<file path="src/rtl/uart_pkg.sv">
// Shared constants, state encodings and baud-divider helper for the UART transceiver.
package uart_pkg;

    localparam int   DATA_BITS = 8;
    localparam logic START_BIT = 1'b0;
    localparam logic STOP_BIT  = 1'b1;

    typedef enum logic [1:0] {
        TX_IDLE  = 2'd0,
        TX_START = 2'd1,
        TX_DATA  = 2'd2,
        TX_STOP  = 2'd3
    } tx_state_e;

    // RX_BREAK holds off rearming after a framing error until the line idles high.
    typedef enum logic [2:0] {
        RX_IDLE  = 3'd0,
        RX_START = 3'd1,
        RX_DATA  = 3'd2,
        RX_STOP  = 3'd3,
        RX_BREAK = 3'd4
    } rx_state_e;

    // Clocks per bit, rounded to nearest; callers must keep the result >= 4.
    function automatic int calc_clks_per_bit(input int clk_freq, input int baud);
        return (clk_freq + baud / 2) / baud;
    endfunction

endpackage

</file>
<file path="src/rtl/uart_rx_engine.sv">
// 8N1 receiver: input synchronizer, start-bit qualification, mid-bit sampling
// and a one-cycle valid strobe for each correctly framed byte.
module uart_rx_engine
    import uart_pkg::*;
#(
    parameter int CLKS_PER_BIT = 16
) (
    input  logic                 clk,
    input  logic                 rst_n,
    input  logic                 i_rx,
    output logic [DATA_BITS-1:0] o_data,
    output logic                 o_valid
);

    localparam int CNT_W = $clog2(CLKS_PER_BIT + 1);
    localparam int BIT_W = $clog2(DATA_BITS);
    localparam logic [CNT_W-1:0] BIT_END  = CNT_W'(CLKS_PER_BIT - 1);
    localparam logic [CNT_W-1:0] HALF_END = CNT_W'(CLKS_PER_BIT / 2 - 1);
    localparam logic [BIT_W-1:0] BIT_LAST = BIT_W'(DATA_BITS - 1);

    logic                 r_meta, r_sync, r_prev;
    rx_state_e            r_state, w_state;
    logic [CNT_W-1:0]     r_cnt, w_cnt;
    logic [BIT_W-1:0]     r_bit, w_bit;
    logic [DATA_BITS-1:0] r_shift, w_shift;
    logic [DATA_BITS-1:0] r_data, w_data;
    logic                 r_valid, w_valid;

    // Two-flop synchronizer plus one delayed copy for falling-edge detection;
    // resets to the idle-high line level so reset release never looks like a start.
    always_ff @(posedge clk or negedge rst_n) begin
        if (!rst_n) begin
            r_meta <= 1'b1;
            r_sync <= 1'b1;
            r_prev <= 1'b1;
        end else begin
            r_meta <= i_rx;
            r_sync <= r_meta;
            r_prev <= r_sync;
        end
    end

    // Receiver state, bit timing, shift register and registered outputs.
    always_ff @(posedge clk or negedge rst_n) begin
        if (!rst_n) begin
            r_state <= RX_IDLE;
            r_cnt   <= '0;
            r_bit   <= '0;
            r_shift <= '0;
            r_data  <= '0;
            r_valid <= 1'b0;
        end else begin
            r_state <= w_state;
            r_cnt   <= w_cnt;
            r_bit   <= w_bit;
            r_shift <= w_shift;
            r_data  <= w_data;
            r_valid <= w_valid;
        end
    end

    // Next-state logic: qualify the start bit at its centre, then sample each
    // following bit one bit-time apart; only a high stop bit publishes the byte.
    always_comb begin
        w_state = r_state;
        w_cnt   = r_cnt;
        w_bit   = r_bit;
        w_shift = r_shift;
        w_data  = r_data;
        w_valid = 1'b0;
        case (r_state)
            RX_IDLE: begin
                w_cnt = '0;
                w_bit = '0;
                if (r_prev == STOP_BIT && r_sync == START_BIT) begin
                    w_state = RX_START;
                end else begin
                    w_state = RX_IDLE;
                end
            end
            RX_START: begin
                if (r_cnt == HALF_END) begin
                    w_cnt = '0;
                    if (r_sync == START_BIT) begin
                        w_state = RX_DATA;
                    end else begin
                        w_state = RX_IDLE;
                    end
                end else begin
                    w_cnt = r_cnt + CNT_W'(1);
                end
            end
            RX_DATA: begin
                if (r_cnt == BIT_END) begin
                    w_cnt   = '0;
                    w_shift = {r_sync, r_shift[DATA_BITS-1:1]};
                    w_bit   = r_bit + BIT_W'(1);
                    if (r_bit == BIT_LAST) begin
                        w_state = RX_STOP;
                    end else begin
                        w_state = RX_DATA;
                    end
                end else begin
                    w_cnt = r_cnt + CNT_W'(1);
                end
            end
            RX_STOP: begin
                if (r_cnt == BIT_END) begin
                    w_cnt = '0;
                    if (r_sync == STOP_BIT) begin
                        w_data  = r_shift;
                        w_valid = 1'b1;
                        w_state = RX_IDLE;
                    end else begin
                        w_state = RX_BREAK;
                    end
                end else begin
                    w_cnt = r_cnt + CNT_W'(1);
                end
            end
            RX_BREAK: begin
                w_cnt = '0;
                if (r_sync == STOP_BIT) begin
                    w_state = RX_IDLE;
                end else begin
                    w_state = RX_BREAK;
                end
            end
            default: begin
                w_state = RX_IDLE;
                w_cnt   = '0;
                w_bit   = '0;
            end
        endcase
    end

    assign o_data  = r_data;
    assign o_valid = r_valid;

endmodule

</file>
<file path="src/rtl/uart_transceiver.sv">
// Full-duplex 8N1 UART: inline transmit shifter with a registered ready
// handshake, plus an independent receive engine.
module uart_transceiver
    import uart_pkg::*;
#(
    parameter int CLK_FREQ     = 50000000,
    parameter int BAUD         = 115200,
    parameter int CLKS_PER_BIT = calc_clks_per_bit(CLK_FREQ, BAUD)
) (
    input  logic       clk,
    input  logic       reset,
    output logic       tx,
    input  logic       rx,
    output logic [7:0] rx_data,
    output logic       rx_valid,
    output logic       tx_ready,
    input  logic [7:0] tx_data,
    input  logic       tx_transmit
);

    localparam int CNT_W = $clog2(CLKS_PER_BIT + 1);
    localparam int BIT_W = $clog2(DATA_BITS);
    localparam logic [CNT_W-1:0] BIT_END  = CNT_W'(CLKS_PER_BIT - 1);
    localparam logic [BIT_W-1:0] BIT_LAST = BIT_W'(DATA_BITS - 1);

    tx_state_e            r_state, w_state;
    logic [CNT_W-1:0]     r_cnt, w_cnt;
    logic [BIT_W-1:0]     r_bit, w_bit;
    logic [DATA_BITS-1:0] r_shift, w_shift;
    logic                 r_tx, w_tx;
    logic                 r_ready, w_ready;

    // Transmit state register; the line and ready flag are registered so the
    // line drops exactly one cycle after acceptance and ready is glitch-free.
    always_ff @(posedge clk or negedge reset) begin
        if (!reset) begin
            r_state <= TX_IDLE;
            r_cnt   <= '0;
            r_bit   <= '0;
            r_shift <= '0;
            r_tx    <= 1'b1;
            r_ready <= 1'b1;
        end else begin
            r_state <= w_state;
            r_cnt   <= w_cnt;
            r_bit   <= w_bit;
            r_shift <= w_shift;
            r_tx    <= w_tx;
            r_ready <= w_ready;
        end
    end

    // Transmit next-state logic. The shift register always presents the current
    // data bit at [0]; ready reasserts on the final stop-bit clock, so a waiting
    // requester starts the next frame after a single handshake cycle.
    always_comb begin
        w_state = r_state;
        w_cnt   = r_cnt;
        w_bit   = r_bit;
        w_shift = r_shift;
        w_tx    = r_tx;
        w_ready = r_ready;
        case (r_state)
            TX_IDLE: begin
                w_cnt = '0;
                w_bit = '0;
                if (tx_transmit && r_ready) begin
                    w_state = TX_START;
                    w_shift = tx_data;
                    w_tx    = START_BIT;
                    w_ready = 1'b0;
                end else begin
                    w_state = TX_IDLE;
                    w_tx    = STOP_BIT;
                    w_ready = 1'b1;
                end
            end
            TX_START: begin
                if (r_cnt == BIT_END) begin
                    w_cnt   = '0;
                    w_state = TX_DATA;
                    w_tx    = r_shift[0];
                end else begin
                    w_cnt = r_cnt + CNT_W'(1);
                end
            end
            TX_DATA: begin
                if (r_cnt == BIT_END) begin
                    w_cnt = '0;
                    if (r_bit == BIT_LAST) begin
                        w_state = TX_STOP;
                        w_tx    = STOP_BIT;
                    end else begin
                        w_state = TX_DATA;
                        w_bit   = r_bit + BIT_W'(1);
                        w_shift = {1'b0, r_shift[DATA_BITS-1:1]};
                        w_tx    = r_shift[1];
                    end
                end else begin
                    w_cnt = r_cnt + CNT_W'(1);
                end
            end
            TX_STOP: begin
                if (r_cnt == BIT_END) begin
                    w_cnt   = '0;
                    w_state = TX_IDLE;
                    w_tx    = STOP_BIT;
                    w_ready = 1'b1;
                end else begin
                    w_cnt = r_cnt + CNT_W'(1);
                end
            end
            default: begin
                w_state = TX_IDLE;
                w_cnt   = '0;
                w_bit   = '0;
                w_tx    = STOP_BIT;
                w_ready = 1'b1;
            end
        endcase
    end

    assign tx       = r_tx;
    assign tx_ready = r_ready;

    uart_rx_engine #(
        .CLKS_PER_BIT (CLKS_PER_BIT)
    ) u_rx (
        .clk     (clk),
        .rst_n   (reset),
        .i_rx    (rx),
        .o_data  (rx_data),
        .o_valid (rx_valid)
    );

endmodule

</file>
<file path="config.mk">
export PLATFORM = sky130hd
export DESIGN_NAME = uart_transceiver
export DESIGN_NICKNAME = d
export VERILOG_FILES = /design/src/rtl/uart_pkg.sv /design/src/rtl/uart_rx_engine.sv /design/src/rtl/uart_transceiver.sv
export SDC_FILE = /design/constraint.sdc
export NUM_CORES = 1
export LEC_CHECK = 0
export CAP_MARGIN = 20
export CORE_MARGIN = 8
export CORE_UTILIZATION = 50
export CTS_CLUSTER_DIAMETER = 120
export DETAILED_ROUTE_END_ITERATION = 10
export PLACE_DENSITY = 0.71
export SETUP_SLACK_MARGIN = 0.3
export SLEW_MARGIN = 20
export SYNTH_ARGS = -nofsm -noshare
export SYNTH_HDL_FRONTEND = slang
export SYNTH_SLANG_ARGS = --single-unit
</file>
<file path="constraint.sdc">
create_clock -name clk -period 2.7 [get_ports clk]
set_input_delay 0.54 -clock clk [delete_from_list [all_inputs] [get_ports clk]]
set_output_delay 0.54 -clock clk [all_outputs]
set_load 0.005 [all_outputs]
</file>
* Word level (Yosys, flattened, before mapping)
Cells that the tools add are included.
Word-level totals: register bits after elaboration 59, input port bits 12, output and inout port bits 11
Cells by class: add/subtract/negate cells 4, eq/ne operators 20, multiplexer cells 38, bitwise logic cells 2, reductions and logical operators 17
Operator list (number):
- case mux 9 bit (2 select lines) | 2
- 2-to-1 mux 9 bit | 3
- 2-to-1 mux 8 bit | 3
- 2-to-1 mux 3 bit | 7
- adder 9 x 1 -> 9 bit (second input constant) | 2
- equality test 9 bit (second input constant) | 2
- case mux 8 bit (2 select lines) | 1
- case mux 3 bit (5 select lines) | 1
- 2-to-1 mux 1 bit | 12
- case mux 3 bit (2 select lines) | 2
- AND reduction 3 bit | 4
- != test 2 bit (second input constant) | 5
- equality test 3 bit (second input constant) | 3
- equality test 9 x 8 -> 1 bit (second input constant) | 1
- 2-to-1 mux 2 bit | 4
- case mux 2 bit (4 select lines) | 1
- adder 3 x 1 -> 3 bit (second input constant) | 2
- equality test 3 x 2 -> 1 bit (second input constant) | 2
- != test 2 x 1 -> 1 bit (second input constant) | 3
- AND reduction 2 bit | 3
- OR reduction 3 bit | 2
- equality test 2 bit (second input constant) | 2
- case mux 1 bit (4 select lines) | 1
- AND reduction 4 bit | 1
- 9 further kinds | 12

* Logic depth before layout (Yosys ltp)
Gate-level depths: netlist (run 1).
depth after elaboration 4, mapped depth 8

* Hierarchy
From an unflattened synthesis (run 1), not the netlist that was laid out.
Second synthesis, totals: cells, all modules 242, area, all modules 2892.8 um^2
By module, submodules not included:
- uart_rx_engine | times used 1, cells each 125, area each 1554.0 um^2
- uart_transceiver | times used 1, cells each 117, area each 1338.8 um^2

* Least setup slack after synthesis (run 1)
OpenSTA, ideal clock, no wires.
path kind register to register, start register u_rx.r_cnt[1], end register u_rx.r_data[0], in the netlist u_rx.o_data[0], setup time 0.125 ns, arrival time 1.807 ns, required time 2.575 ns, path slack 0.769 ns, cell stages (with the launch flop) 8, path buffers 1, path through dfrtp_1 inv_1 ha_1 nand2_1 nor4_4 and4_1 buf_6 mux2_2
Between the ends: word-level cells in the longest chain between the ends 2
Ends and longest elaborated chain:
- from (decl) | RTL line uart_rx_engine.sv:23 | logic [CNT_W-1:0] r_cnt, w_cnt;
- from (signal assigned) | RTL line uart_rx_engine.sv:54 | r_cnt <= w_cnt;
- equality test 9 bit | RTL line uart_rx_engine.sv:108 | if (r_cnt == BIT_END) begin
- AND reduction 3 bit (no line)
- to (signal assigned) | RTL line uart_rx_engine.sv:57 | r_data <= w_data;
- to (decl) | RTL line uart_rx_engine.sv:26 | logic [DATA_BITS-1:0] r_data, w_data;
Every way passes these cells. A chain may end at the register's enable or synchronous reset.

* Final worst setup path (run 1)
start register r_state[0], end register r_shift[7]
Between the ends: word-level cells in the longest chain between the ends 3, elaborated cells on any way between the ends 8, classes of those cells 4 x eq/ne; 1 x mux; 3 x reduce/logical
Ends and longest elaborated chain:
- from (decl) | RTL line uart_transceiver.sv:26 | tx_state_e r_state, w_state;
- from (signal assigned) | RTL line uart_transceiver.sv:44 | r_state <= w_state;
- equality test 2 bit or zero test 2 bit (tied branches) | RTL line uart_transceiver.sv:63 | case (r_state)
- != test 2 bit (no line) or nonzero test 2 bit (tied branches)
- AND reduction 4 bit (no line)
- to (signal assigned) | RTL line uart_transceiver.sv:47 | r_shift <= w_shift;
- to (decl) | RTL line uart_transceiver.sv:29 | logic [DATA_BITS-1:0] r_shift, w_shift;
Parallel ways exist; a longest one is shown, timed or not.

==> results_dict.tcl, run 1 <==
set metrics [dict create \
    cts_setup_buffers 0 \
    startpoint "r_state[0]$_DFFE_PN0P_" \
    path_class "reg -> reg" \
    p_int_mw 1.592 \
    layout_common_cells "54 x dfrtp_1, 33 x mux2_2, 30 x nor2_1" \
    cts_tree "done" \
    setup_viol_count_final 0 \
    drt_iter0_drc 61 \
    reg2reg_depth 6 \
    initial_utilization 0.5167 \
    ff2ff_setup_slack_ns 0.65 \
    required_ns 2.91 \
    vdd_ir_drop_max_uv 322.4 \
    overflow 0 \
    leakage_nw 1.497 \
    period_minus_slack_ns 2.050 \
    grt_max_degree 24 \
    synthesis.nets 266 \
    cts-htree-levels 3 \
    syn_area_um2 2828 \
    drive_gt1_frac 0.2419 \
    cap_violations 0 \
    ios 23 \
    power_mw 2.180 \
    cts_max_path_buffers 2 \
    pwr-share-clk 0.404 \
    post_cts_resized 0 \
    mostFrequentLayoutCell "dfrtp_1" \
    synth_seq_cells 59 \
    grt_pass1_wl_mm 8.252 \
    fp-row-count 27 \
    nets 297 \
    combPwrFrac 0.119 \
    cts_made_buffers 9 \
    synthCells 241 \
    remaining_drc_errors 0 \
    dieArea_um2 8317 \
    place_congestion 0.7993 \
    drt-total-wl_mm 4.729 \
    portBuffers 22 \
    reg2reg_from "r_state[0]$_DFFE_PN0P_" \
    tightest_slew_ns 0.5622 \
    report.final.slew_viol_count 0 \
    synth_warnings 0 \
    clock_latency_ns 0.33 \
    die_width_um 91.20 \
    p_sw_frac 0.2697 \
    max_freq_mhz 487.8 \
    power_frac_seq 0.477 \
    clkSinkCount 59 \
    grt_pass1_vias 1842 \
    dr.pass1.iters 4 \
    ys_types 41 \
    core-area_um2 5473 \
    antenna_found_initial 0 \
    syn_to_final_growth_pct 18.63 \
    via_per_inst 5.169 \
    outcome "completed" \
    avgSynthCellArea_um2 11.73 \
    crit_fanout 8 \
    ctsHoldBuffers 0 \
    switchingPower_uw 587.9 \
    hold_violations 0 \
    vias 1804 \
    rsz0062_at_grt "no" \
    cts_root_buf "clkbuf_8" \
    avgRoutedWirePerCell_um 13.55 \
    relSlewSlack 0.6221 \
    antenna_left 0 \
    finalSetupTns_ns 0 \
    reg2reg_to "r_shift[7]$_DFFE_PN0P_" \
    setup.worst_path.end_class "register" \
    die_h_um 91.20 \
    fin_crit_sh 0.7592 \
    cts.reportedPaths.clkPinSlew_ns 0.07 \
    n_antenna_cell 0 \
    clock_skew_ns 0.01091 \
    worstPathArrival_ns 2.26 \
    hold_path.class "in -> async" \
    seq_area_frac_synth 0.5243 \
    cp-start-kind "register" \
    crit_path_end "r_shift[7]$_DFFE_PN0P_" \
    hpwl_mm 3.361 \
    power.density_nw_per_um2 649.9 \
    grt.total_usage 0.1208 \
]
==> metrics by stage <==
stage	hold slack (ns)	worst slack [ns]	std cells	instance area (um^2)	utilization
after floorplan	0.2444	0.7688	241	2828	-
final	0.1099	0.6502	349	3354	0.6129
after CTS	0.1080	0.6367	349	3354	0.6129
after global routing	0.1250	0.4778	349	3354	0.6129
after global placement	0.3468	0.4868	333	3131	0.5720
after detailed placement	0.3488	0.4544	333	3131	0.5720
==> power by group through the flow <==
stage	Clock [mW]	Combinational (mW)	Sequential (mW)
2_1_floorplan	0	0.211	1.02
3_3_place_gp	0	0.255	1.05
3_5_place_dp	0	0.261	1.05
4_1_cts	0.909	0.264	1.04
5_1_grt	0.942	0.301	1.05
6_report	0.880	0.260	1.04
==> kinds of logic (layout without fill, tap and decap cells) <==
group | Yosys count | count (layout) | share of synthesized area
fa+ha+maj | 13 | 13 | 0.05752
mux | 37 | 37 | 0.1456
xor+xnor | 15 | 15 | 0.04646
flops | 59 | 59 | 0.5243
simple gates | 79 | 79 | 0.1487
compound gates | 23 | 23 | 0.05398
buf+inv | 15 | 51 | 0.02345
==> worst min path at each step <==
stage,from,to
after global routing,reset,r_shift[5]$_DFFE_PN0P_
final,reset,r_shift[5]$_DFFE_PN0P_
after detailed placement,u_rx.r_meta$_DFF_PN1_,u_rx.r_sync$_DFF_PN1_
after CTS,reset,r_shift[3]$_DFFE_PN0P_
after global placement,u_rx.r_meta$_DFF_PN1_,u_rx.r_sync$_DFF_PN1_
after floorplan,reset,r_bit[0]$_DFFE_PN0P_
==> cell type report <==
type | instances | area [um^2]
well taps | 72 | 90.09
clock buffers | 9 | 123.9
multi-input cells | 167 | 1279
inverters | 9 | 33.78
repair buffers | 26 | 245.2
flip-flops and latches | 59 | 1483
clock inverters | 7 | 100.1
fillers | 445 | 2118
==> registers in the layout (all words and copies together) (netlist names), 2 cells and up <==
name          cells
u_rx.r_cnt        9
r_shift           8
r_state           2
u_rx.o_data       8
u_rx.r_shift      8
r_cnt             9
r_bit             3
u_rx.r_state      3
u_rx.r_bit        3
==> synth_stat cells, drive strengths merged <==
| cell | count | area, um^2 |
|---|---|---|
| dfrtp | 54 | 1351 |
| mux2 | 33 | 371.6 |
| nor2 | 30 | 112.6 |
| ha | 13 | 162.7 |
| nand2 | 10 | 37.54 |
| xnor2 | 10 | 87.58 |
| inv | 9 | 33.78 |
| nand3 | 9 | 50.05 |
| nor3 | 7 | 40.04 |
| o21ai | 7 | 35.03 |
| nor2b | 6 | 37.54 |
| a21oi | 5 | 25.02 |
| dfstp | 5 | 131.4 |
| xor2 | 5 | 43.79 |
| buf | 4 | 25.02 |
| mux2i | 4 | 40.04 |
| nor3b | 3 | 22.52 |
| a31oi | 2 | 12.51 |
| clkbuf | 2 | 7.510 |
| nand2b | 2 | 12.51 |
| nand4b | 2 | 17.52 |
| nor4 | 2 | 33.78 |
| o211ai | 2 | 15.01 |
| o2bb2ai | 2 | 23.77 |
| or2 | 2 | 12.51 |
| or3 | 2 | 12.51 |
| a211oi | 1 | 7.510 |
| a21boi | 1 | 7.510 |
| a22o | 1 | 8.760 |
| a22oi | 1 | 7.510 |
| and3 | 1 | 6.260 |
| and4 | 1 | 8.760 |
| nand4 | 1 | 6.260 |
| o22a | 1 | 10.01 |
| or4b | 1 | 10.01 |
==> critical path: stages (launching register included) <==
cell	delay (ns)
dfrtp_1	0.42
inv_1	0.09
ha_1	0.28
a21boi_0	0.46
nor3b_1	0.12
o2bb2ai_2	0.23
mux2_2	0.33
==> layer usage <==
layer  track usage  wire [um]  up-vias
li1              -          -      898
met1        0.1376       2196      871
met2        0.2031       2303       26
met3       0.03128        136        9
met4       0.06548         93        0
met5             0          0        -
(Power assumes the default switching activity.)
==> inputs of run 2 (changes only) <==
PLACE_DENSITY = 0.74   (was 0.71)
clock period = 1.74 ns   (was 2.7 ns; I/O delays follow)
==> results_dict.tcl, run 2 (same netlist as run 1, synthesis figures left out) <==
set metrics [dict create \
    instances_no_fill 385 \
    place_area_um2 3417 \
    clock_latency_ns 0.34 \
    vias 2003 \
    drive_gt1_frac 0.4217 \
    max_stage_delay_ns 0.38 \
    vdd_ir_drop_max_uv 608.3 \
    required_ns 1.97 \
    die_h_um 91.20 \
    cp-start-kind "register" \
    outcome "complete, but fails checks" \
    reg2reg_depth 5 \
    grt_pass1_vias 2086 \
    leakage_nw 1.757 \
    avgRoutedWirePerCell_um 14.76 \
    dieArea_um2 8317 \
    grt_pass1_wl_mm 9.418 \
    path_cells "nand4b_1 > nor4_4 > and4_4 > clkbuf_16 > mux2_2" \
    via_per_inst 5.203 \
    clkSinkCount 59 \
    hpwl_mm 3.470 \
    drt-total-wl_mm 5.684 \
    timing.hold.ws_ns 0.001913 \
    syn_to_final_growth_pct 36.19 \
    cts-htree-levels 3 \
    fin_crit_sh 1.009 \
    report.final.slew_viol_count 0 \
    fp-row-count 27 \
    grt_max_degree 60 \
    finalWorstSetupSlack_ns -0.01485 \
    place_congestion 0.8369 \
    crit_slowest_cell "dfrtp_1" \
    reg_top3 "r_cnt x9, u_rx.r_cnt x9" \
    drt_iter0_drc 87 \
    overflow 0 \
    path_delay_family "simple AND/OR/NAND/NOR gates" \
    place_inst 351 \
    remaining_drc_errors 0 \
    nets 333 \
    cts_max_path_buffers 2 \
    finalInstanceArea_um2 3851 \
    cts_made_buffers 9 \
    hold_violations 0 \
    portBuffers 22 \
    cts_root_buf "clkbuf_8" \
    period_minus_slack_ns 1.755 \
    path_class "reg -> reg" \
    layout_common_cells "54 x dfrtp_1, 31 x buf_4, 22 x nor2_1" \
    ios 23 \
    crit_fanout 4 \
    violations "setup timing" \
    clock_skew_ns 0.006670 \
    worstPathArrival_ns 1.98 \
    core-area_um2 5473 \
    path_buf_inv 1 \
    cts_tree "done" \
    mostFrequentLayoutCell "dfrtp_1" \
    setup_viol_count_final 3 \
    pre_cts_ws_ns -0.1704 \
    cts.reportedPaths.clkPinSlew_ns 0.07 \
    initial_utilization 0.5167 \
    tightest_slew_ns 0.5052 \
    utilization 0.7037 \
    hold_path.class "in -> async" \
    rsz0062_at_grt "yes" \
    finalSetupTns_ns -0.04068 \
    max_freq_mhz 569.8 \
    antenna_left 0 \
    power.density_nw_per_um2 885.2 \
    n_antenna_cell 0 \
    relSlewSlack 0.6625 \
    power_mw 3.409 \
    setup.worst_path.end_class "register" \
    antenna_found_initial 0 \
    die_width_um 91.20 \
    grt.total_usage 0.1405 \
    cap_violations 0 \
    dr.pass1.iters 4 \
    path_depth 5 \
]
run 2: cell count changes in the layout (fill, tap and decap cells not counted), moves of 8 or more:
| cell | change |
|---|---|
| nor2_1 | -8 |
| buf_4 | +27 |
| mux2_4 | +14 |
| dlygate4sd2_1 | +9 |
| clkdlybuf4s50_1 | -11 |
| mux2_2 | -14 |
run 2: routing by layer:
layer  GRT usage  vias to the layer above  wire [um]
met3     0.06255                        9        270
met5           0                        -          0
li1            -                      977          -
met2      0.2310                       33       2901
met1      0.1571                      984       2433
met4     0.05321                        0         78
run 2: cell type report:
class / count / area (um^2)
clock buffers: 10 / 127.6
clock inverters: 6 / 42.54
fillers: 390 / 1622
inverters: 9 / 33.78
multi-input cells: 169 / 1538
flip-flops and latches: 59 / 1483
well taps: 72 / 90.09
repair buffers: 60 / 536.8
run 2: power by group:
part / total (mW) / internal (mW) / switching, mW
combinational: 0.756 / 0.374 / 0.382
clock: 1.08 / 0.515 / 0.561
sequential: 1.58 / 1.47 / 0.105
run 2: repair_timing:
action	CTS	global route
pin swaps	11	6
hold endpoints to repair	0	0
resized for setup	30	22
gates cloned	1	2
setup endpoints to repair	64	56
hold buffers	0	0
buffers inserted	10	5
run 2: worst paths after layout:
kind	startpoint	end	slack [ns]
max reg2reg	u_rx.r_cnt[6]$_DFF_PN0_	u_rx.o_data[6]$_DFFE_PN0P_	-0.01
min	reset	u_rx.r_bit[1]$_DFFE_PN0P_	0.002
min in group clk	u_rx.r_meta$_DFF_PN1_	u_rx.r_sync$_DFF_PN1_	0.36
min reg2reg	u_rx.r_meta$_DFF_PN1_	u_rx.r_sync$_DFF_PN1_	0.36
max	u_rx.r_cnt[6]$_DFF_PN0_	u_rx.o_data[6]$_DFFE_PN0P_	-0.01
max in group asynchronous	reset	tx$_DFFE_PN1P_	1.44
run 2: worst reg2reg max path, stage by stage, from the launching register on:
cell and delay (ns):
dfrtp_1 0.38, nand4b_1 0.23, nor4_4 0.28, and4_4 0.30, clkbuf_16 0.14, mux2_2 0.32
